$ cat src/rtl/uart_cmd_rcv.sv
// ---------------------------------------------------------------------------
// uart_cmd_rcv
// Serial receiver in front of the command controller. It samples the
// asynchronous RX line, assembles LSB-first bytes and holds each good byte
// behind a level cmd_rdy until the controller consumes it with clr_cmd_rdy.
// Bad stop bits and overwritten unconsumed bytes are flagged with one-cycle
// pulses so the controller can discard corrupt commands.
//
// Optional build macro: CMD_PARITY_EN
//   undefined : 8N1 frames, no parity logic
//   defined   : 8E1 frames, a parity state sits between DATA and STOP and a
//               parity mismatch rejects the frame like a bad stop bit
//
// Parameters
//   BAUD_DIV     clk cycles per bit (>= 4)
//   HALF_DIV     cycles from start-bit falling edge to start-bit mid-sample
//
// Ports
//   clk          system clock
//   rst_n        synchronous active-low reset
//   RX           asynchronous serial line, idle high
//   clr_cmd_rdy  one-cycle pulse from the controller consuming cmd
//   cmd          last good byte received
//   cmd_rdy      level, a valid unconsumed byte is present
//   rx_busy      high whenever a frame is being received
//   frm_err      one-cycle pulse on a rejected frame
//   ovr          one-cycle pulse when a good byte overwrites an unconsumed one
// ---------------------------------------------------------------------------
module uart_cmd_rcv #(
    parameter int BAUD_DIV = 2604,
    parameter int HALF_DIV = BAUD_DIV / 2
) (
    input  logic       clk,
    input  logic       rst_n,
    input  logic       RX,
    input  logic       clr_cmd_rdy,
    output logic [7:0] cmd,
    output logic       cmd_rdy,
    output logic       rx_busy,
    output logic       frm_err,
    output logic       ovr
);

    localparam int CW = $clog2(BAUD_DIV);
    localparam logic [CW-1:0] BAUD_RELOAD = CW'(BAUD_DIV - 1);
    localparam logic [CW-1:0] HALF_RELOAD = CW'(HALF_DIV - 1);

`ifdef CMD_PARITY_EN
    typedef enum logic [2:0] {IDLE, START, DATA, PAR, STOP} state_t;
`else
    typedef enum logic [2:0] {IDLE, START, DATA, STOP} state_t;
`endif

    state_t          r_state;
    logic            r_rxMeta;
    logic            r_rxS;
    logic            r_rxPrev;
    logic [CW-1:0]   r_baudCnt;
    logic [3:0]      r_bitCnt;
    logic [7:0]      r_shReg;
    logic [7:0]      r_cmd;
    logic            r_cmdRdy;
    logic            r_busy;
    logic            r_frmErr;
    logic            r_ovr;
`ifdef CMD_PARITY_EN
    logic            r_parErr;
`endif

    logic            w_fallEdge;
    logic            w_tick;
    logic            w_goodFrame;

    // Two-flop synchronizer on RX plus a delayed copy for edge detection.
    // All three reset high so a reset never fakes a start-bit edge.
    always_ff @(posedge clk) begin
        if (!rst_n) begin
            r_rxMeta <= 1'b1;
            r_rxS    <= 1'b1;
            r_rxPrev <= 1'b1;
        end else begin
            r_rxMeta <= RX;
            r_rxS    <= r_rxMeta;
            r_rxPrev <= r_rxS;
        end
    end

    // Only a high-to-low transition starts a frame, so a line stuck low
    // cannot retrigger reception.
    assign w_fallEdge = r_rxPrev & ~r_rxS;
    assign w_tick     = (r_state != IDLE) && (r_baudCnt == '0);

`ifdef CMD_PARITY_EN
    assign w_goodFrame = r_rxS & ~r_parErr;
`else
    assign w_goodFrame = r_rxS;
`endif

    // Receive state machine with the baud down-counter, shift register and
    // all registered outputs. The counter is reloaded by whichever state
    // consumes a tick; otherwise it just counts down while busy.
    always_ff @(posedge clk) begin
        if (!rst_n) begin
            r_state   <= IDLE;
            r_baudCnt <= '0;
            r_bitCnt  <= '0;
            r_shReg   <= '0;
            r_cmd     <= '0;
            r_cmdRdy  <= 1'b0;
            r_busy    <= 1'b0;
            r_frmErr  <= 1'b0;
            r_ovr     <= 1'b0;
`ifdef CMD_PARITY_EN
            r_parErr  <= 1'b0;
`endif
        end else begin
            r_frmErr <= 1'b0;
            r_ovr    <= 1'b0;

            // A consume request is applied first so that a good-frame set
            // later in this block overrides it in the same cycle.
            if (clr_cmd_rdy) begin
                r_cmdRdy <= 1'b0;
            end

            if ((r_state != IDLE) && (r_baudCnt != '0)) begin
                r_baudCnt <= r_baudCnt - CW'(1);
            end

            case (r_state)
                IDLE: begin
                    if (w_fallEdge) begin
                        r_state   <= START;
                        r_baudCnt <= HALF_RELOAD;
                        r_busy    <= 1'b1;
                    end
                end
                START: begin
                    if (w_tick) begin
                        if (r_rxS) begin
                            // Glitch shorter than half a bit: drop it silently.
                            r_state <= IDLE;
                            r_busy  <= 1'b0;
                        end else begin
                            r_state   <= DATA;
                            r_baudCnt <= BAUD_RELOAD;
                            r_bitCnt  <= '0;
                        end
                    end
                end
                DATA: begin
                    if (w_tick) begin
                        r_shReg   <= {r_rxS, r_shReg[7:1]};
                        r_bitCnt  <= r_bitCnt + 4'd1;
                        r_baudCnt <= BAUD_RELOAD;
                        if (r_bitCnt == 4'd7) begin
`ifdef CMD_PARITY_EN
                            r_state <= PAR;
`else
                            r_state <= STOP;
`endif
                        end
                    end
                end
`ifdef CMD_PARITY_EN
                PAR: begin
                    if (w_tick) begin
                        // Even parity: data bits plus parity bit must XOR to 0.
                        r_parErr  <= (^r_shReg) ^ r_rxS;
                        r_baudCnt <= BAUD_RELOAD;
                        r_state   <= STOP;
                    end
                end
`endif
                STOP: begin
                    if (w_tick) begin
                        r_state <= IDLE;
                        r_busy  <= 1'b0;
                        if (w_goodFrame) begin
                            r_cmd    <= r_shReg;
                            r_cmdRdy <= 1'b1;
                            r_ovr    <= r_cmdRdy;
                        end else begin
                            r_frmErr <= 1'b1;
                        end
                    end
                end
                default: begin
                    r_state <= IDLE;
                    r_busy  <= 1'b0;
                end
            endcase
        end
    end

    assign cmd     = r_cmd;
    assign cmd_rdy = r_cmdRdy;
    assign rx_busy = r_busy;
    assign frm_err = r_frmErr;
    assign ovr     = r_ovr;

endmodule

$ cat config.mk
export PLATFORM = sky130hd
export DESIGN_NAME = uart_cmd_rcv
export DESIGN_NICKNAME = d
export VERILOG_FILES = /design/src/rtl/uart_cmd_rcv.sv
export SDC_FILE = /design/constraint.sdc
export NUM_CORES = 1
export LEC_CHECK = 0
export ABC_AREA = 1
export CORE_MARGIN = 2
export CORE_UTILIZATION = 51
export DETAILED_ROUTE_END_ITERATION = 10
export HOLD_SLACK_MARGIN = 0.05
export PLACE_DENSITY = 0.74
export SLEW_MARGIN = 20
export SYNTH_ARGS = -nofsm -noshare
export SYNTH_HDL_FRONTEND = slang
export SYNTH_SLANG_ARGS = --single-unit
$ cat constraint.sdc
create_clock -name clk -period 1.5 [get_ports clk]
set_input_delay 0.225 -clock clk [delete_from_list [all_inputs] [get_ports clk]]
set_output_delay 0.225 -clock clk [all_outputs]
set_load 0.02 [all_outputs]
==> summary.md <==
| Metric | Value |
|---|---|
| First-iteration detailed-routing DRC count | `94` |
| HP Class | `register to register` |
| Placer Congestion | `0.896` |
| Synth Warn # | `0` |
| Clock power frac | `14.9%` |
| Worst hold slack | `415 ps` |
| Leakage power | `1.19 nW` |
| Synth Instances | `269` |
| Vias in the first global route | `1573` |
| Total gr overflow | `0` |
| Required @ worst endpoint | `1270 ps` |
| Leading area contributor after synthesis | `dfxtp_1` |
| Top Usage Layer GRT | `met2` |
| Layout area overhead | `28.6%` |
| Synth cell types | `31` |
| CTS tree | `built` |
| Syn avg cell area | `7.47 um^2` |
| Worst Setup End Kind | `output port` |
| WL/cell | `12.7 um` |
| # Max-Cap Violations | `0` |
| Post-synthesis sequential area ratio | `40.9%` |
| Critical path class | `register to output port` |
| Chip width | `66.8 um` |
| DR vias | `1843` |
| Buf/Inv on CP | `1` |
| Critical path cell sequence | `clkdlybuf4s50_1` |
| Hold Vio Cnt, Final | `0` |
| Initial antenna violation count | `0` |
| Commonest non-fill, non-tap cell in the layout | `nand2_1` |
| Main area contributors after synthesis | `dfxtp_1 41%, nand2_1 11%, a21oi_1 6.0%` |
| Final core occ | `69.5%` |
| Via density | `5.12` |
| First-pass GRT wire length | `7040 um` |
| Fraction of layout cells with a size suffix above 1 | `26.6%` |
| Num ports | `16` |
| Maximum clock path buffer count | `2` |
| Worst slew pin tran | `311 ps` |
| Max-slew violations | `0` |
| I/O Buffers | `15` |
| Final nets | `317` |
| Critical path's top delay family | `buffers and inverters` |
| Final ANT Viol Nets | `0` |
| Slew headroom | `79.2%` |
| HPWL after DPL | `3030 um` |
| Clock sink total | `41` |
| Worst Skew | `8.31 ps` |
| Yosys top cell area share | `40.9%` |
| Initial Util | `54.0%` |
| Root buf cell | `clkbuf_8` |
| Rows | `22` |
| Commonest cells after routing, fill and taps aside | `55 x nand2_1, 37 x dfxtp_1, 27 x inv_1` |
| Max Fclk | `0.684 GHz` |
| M2 GR Usage | `34.0%` |
| GR Util met3 | `4.22%` |
| Reg2reg setup slack | `40 ps` |
| Min Clock Period, post-route | `1460 ps` |
| Clock latency on the worst-skew pair | `300 ps` |
| Stages on worst setup path | `1` |
| Reg2reg path depth | `9` |
| Mapped cell area | `2010 um^2` |
| Die area | `4460 um^2` |
| WHS Path Cells | `1` |
| Final setup viols | `0` |
| Status | `completed` |
| Htree depth | `2` |
| Net Switching | `2.82 mW` |
| Worst-path fanout max | `2` |
| Core Area | `3720 um^2` |
| P_int | `3.45 mW` |
| Max incr delay on CP | `600 ps` |
| Crit path DAT | `1240 ps` |
| Sw frac | `45.0%` |
| Peak supply drop | `1510 uV` |
| Post-Syn Nets | `275` |
| Cell Pwr Density | `2430 nW/um^2` |
| Die Height | `66.8 um` |
| RSZ-0062 raised after global routing | `true` |
| Crit path max-delay cell type | `clkdlybuf4s50_1` |
| Residual DRC | `0` |
| TritonRoute pass-1 iters | `4` |
| CTS clk-pin slew, worst paths | `70 ps` |
| Seq pwr share | `23.5%` |
| Diodes inserted | `0` |
| Met1 Use GR | `28.3%` |
| #FFs+latches synth | `41` |
| TritonCTS buffer count | `5` |
| CP Launch Type | `register` |
| GR Util All Layers | `21.3%` |
| Period utilisation layout | `97.5%` |
| Largest net degree at the start of global routing | `18` |
| Final WL | `4580 um` |
| Comb power frac | `61.6%` |
==> kinds of logic after synthesis <==
| kind of cell | after synthesis | share of synthesized area [%] |
|---|---|---|
| simple gates | 126 | 31.4 |
| compound gates | 52 | 14.5 |
| buf+inv | 41 | 8.91 |
| flops | 41 | 40.9 |
| xor+xnor | 7 | 3.05 |
| fa+ha+maj | 2 | 1.25 |
==> area by class of cell <==
| cell class | instances | area [um^2] |
|---|---|---|
| Clock buffer | 6 | 82.6 |
| Fill cell | 298 | 1130 |
| Multi-Input combinational cell | 188 | 1080 |
| Clock inverter | 2 | 37.5 |
| Tap cell | 48 | 60.1 |
| Sequential cell | 41 | 826 |
| Timing Repair Buffer | 42 | 367 |
| Inverter | 33 | 129 |
==> stage by stage <==
stage	setup TNS (ps)	cells	total power [mW]	cell area (um^2)	setup slack, ps
final	0	360	6.26	2580	37.8
after global routing	-226	360	6.71	2580	-42.8
after CTS	0	355	6.01	2490	0.0834
after detailed placement	-98.3	343	4.83	2320	-49.2
after floorplan	0	269	4.08	2020	14.6
after global placement	-35.9	343	4.76	2320	-23.3
==> Yosys cell counts <==
cell and count:
nor2_1 30, nor3_1 1, o21ai_0 13, o21ai_1 5, clkbuf_1 5, buf_6 1, nand2_8 2, nand2_1 57
ha_1 2, dfxtp_1 41, buf_2 1, and3b_1 1, nor4_1 1, a31oi_1 1, xor2_1 7, nand2_4 2
o21ai_2 3, nand3_1 13, nand4_1 6, inv_6 1, a21oi_2 3, nor2_8 2, nor2_2 1, or2_2 4
inv_1 31, a21oi_1 24, nor2_4 2, buf_8 1, nand2_2 4, inv_2 1, o211ai_1 3
==> routing by layer <==
metal | routed length (um) | part of all wire (%)
met1 | 2200 | 48
met2 | 2120 | 46
met3 | 197 | 4.3
met4 | 70 | 1.5
met5 | 0 | 0
==> state kept, by name (all words and copies together), names as in the netlist <==
name       count
r_rxMeta       1
frm_err        1
r_rxPrev       1
r_baudCnt     12
cmd_rdy        1
ovr            1
cmd            8
r_shReg        8
r_bitCnt       4
r_rxS          1
rx_busy        1
r_state        2
==> power by group through the flow <==
| stage | clock network, mW | logic, mW | registers (mW) |
|---|---|---|---|
| 2_1_floorplan | 0 | 2.59 | 1.49 |
| 5_1_grt | 0.983 | 4.23 | 1.50 |
| 3_5_place_dp | 0 | 3.37 | 1.46 |
| 6_report | 0.932 | 3.86 | 1.47 |
| 3_3_place_gp | 0 | 3.30 | 1.45 |
| 4_1_cts | 0.946 | 3.61 | 1.45 |
==> final timing paths <==
kind,start,endpoint
worst max-delay path,cmd_rdy$_SDFF_PN0_,cmd_rdy
worst min-delay path,r_rxMeta$_SDFF_PN1_,r_rxS$_SDFF_PN1_
worst max register to register,r_baudCnt[0]$_SDFF_PN0_,cmd_rdy$_SDFF_PN0_
worst min register to register,r_rxMeta$_SDFF_PN1_,r_rxS$_SDFF_PN1_
==> what timing repair did <==
item / 4_1_cts / 5_1_grt
buffers inserted: 4 / 4
hold buffers: 0 / 0
endpoints found under the setup margin: 7 / 37
gates cloned: 0 / 1
gates resized for setup: 4 / 32
pin swaps: 4 / 9
(Power assumes the default switching activity.)
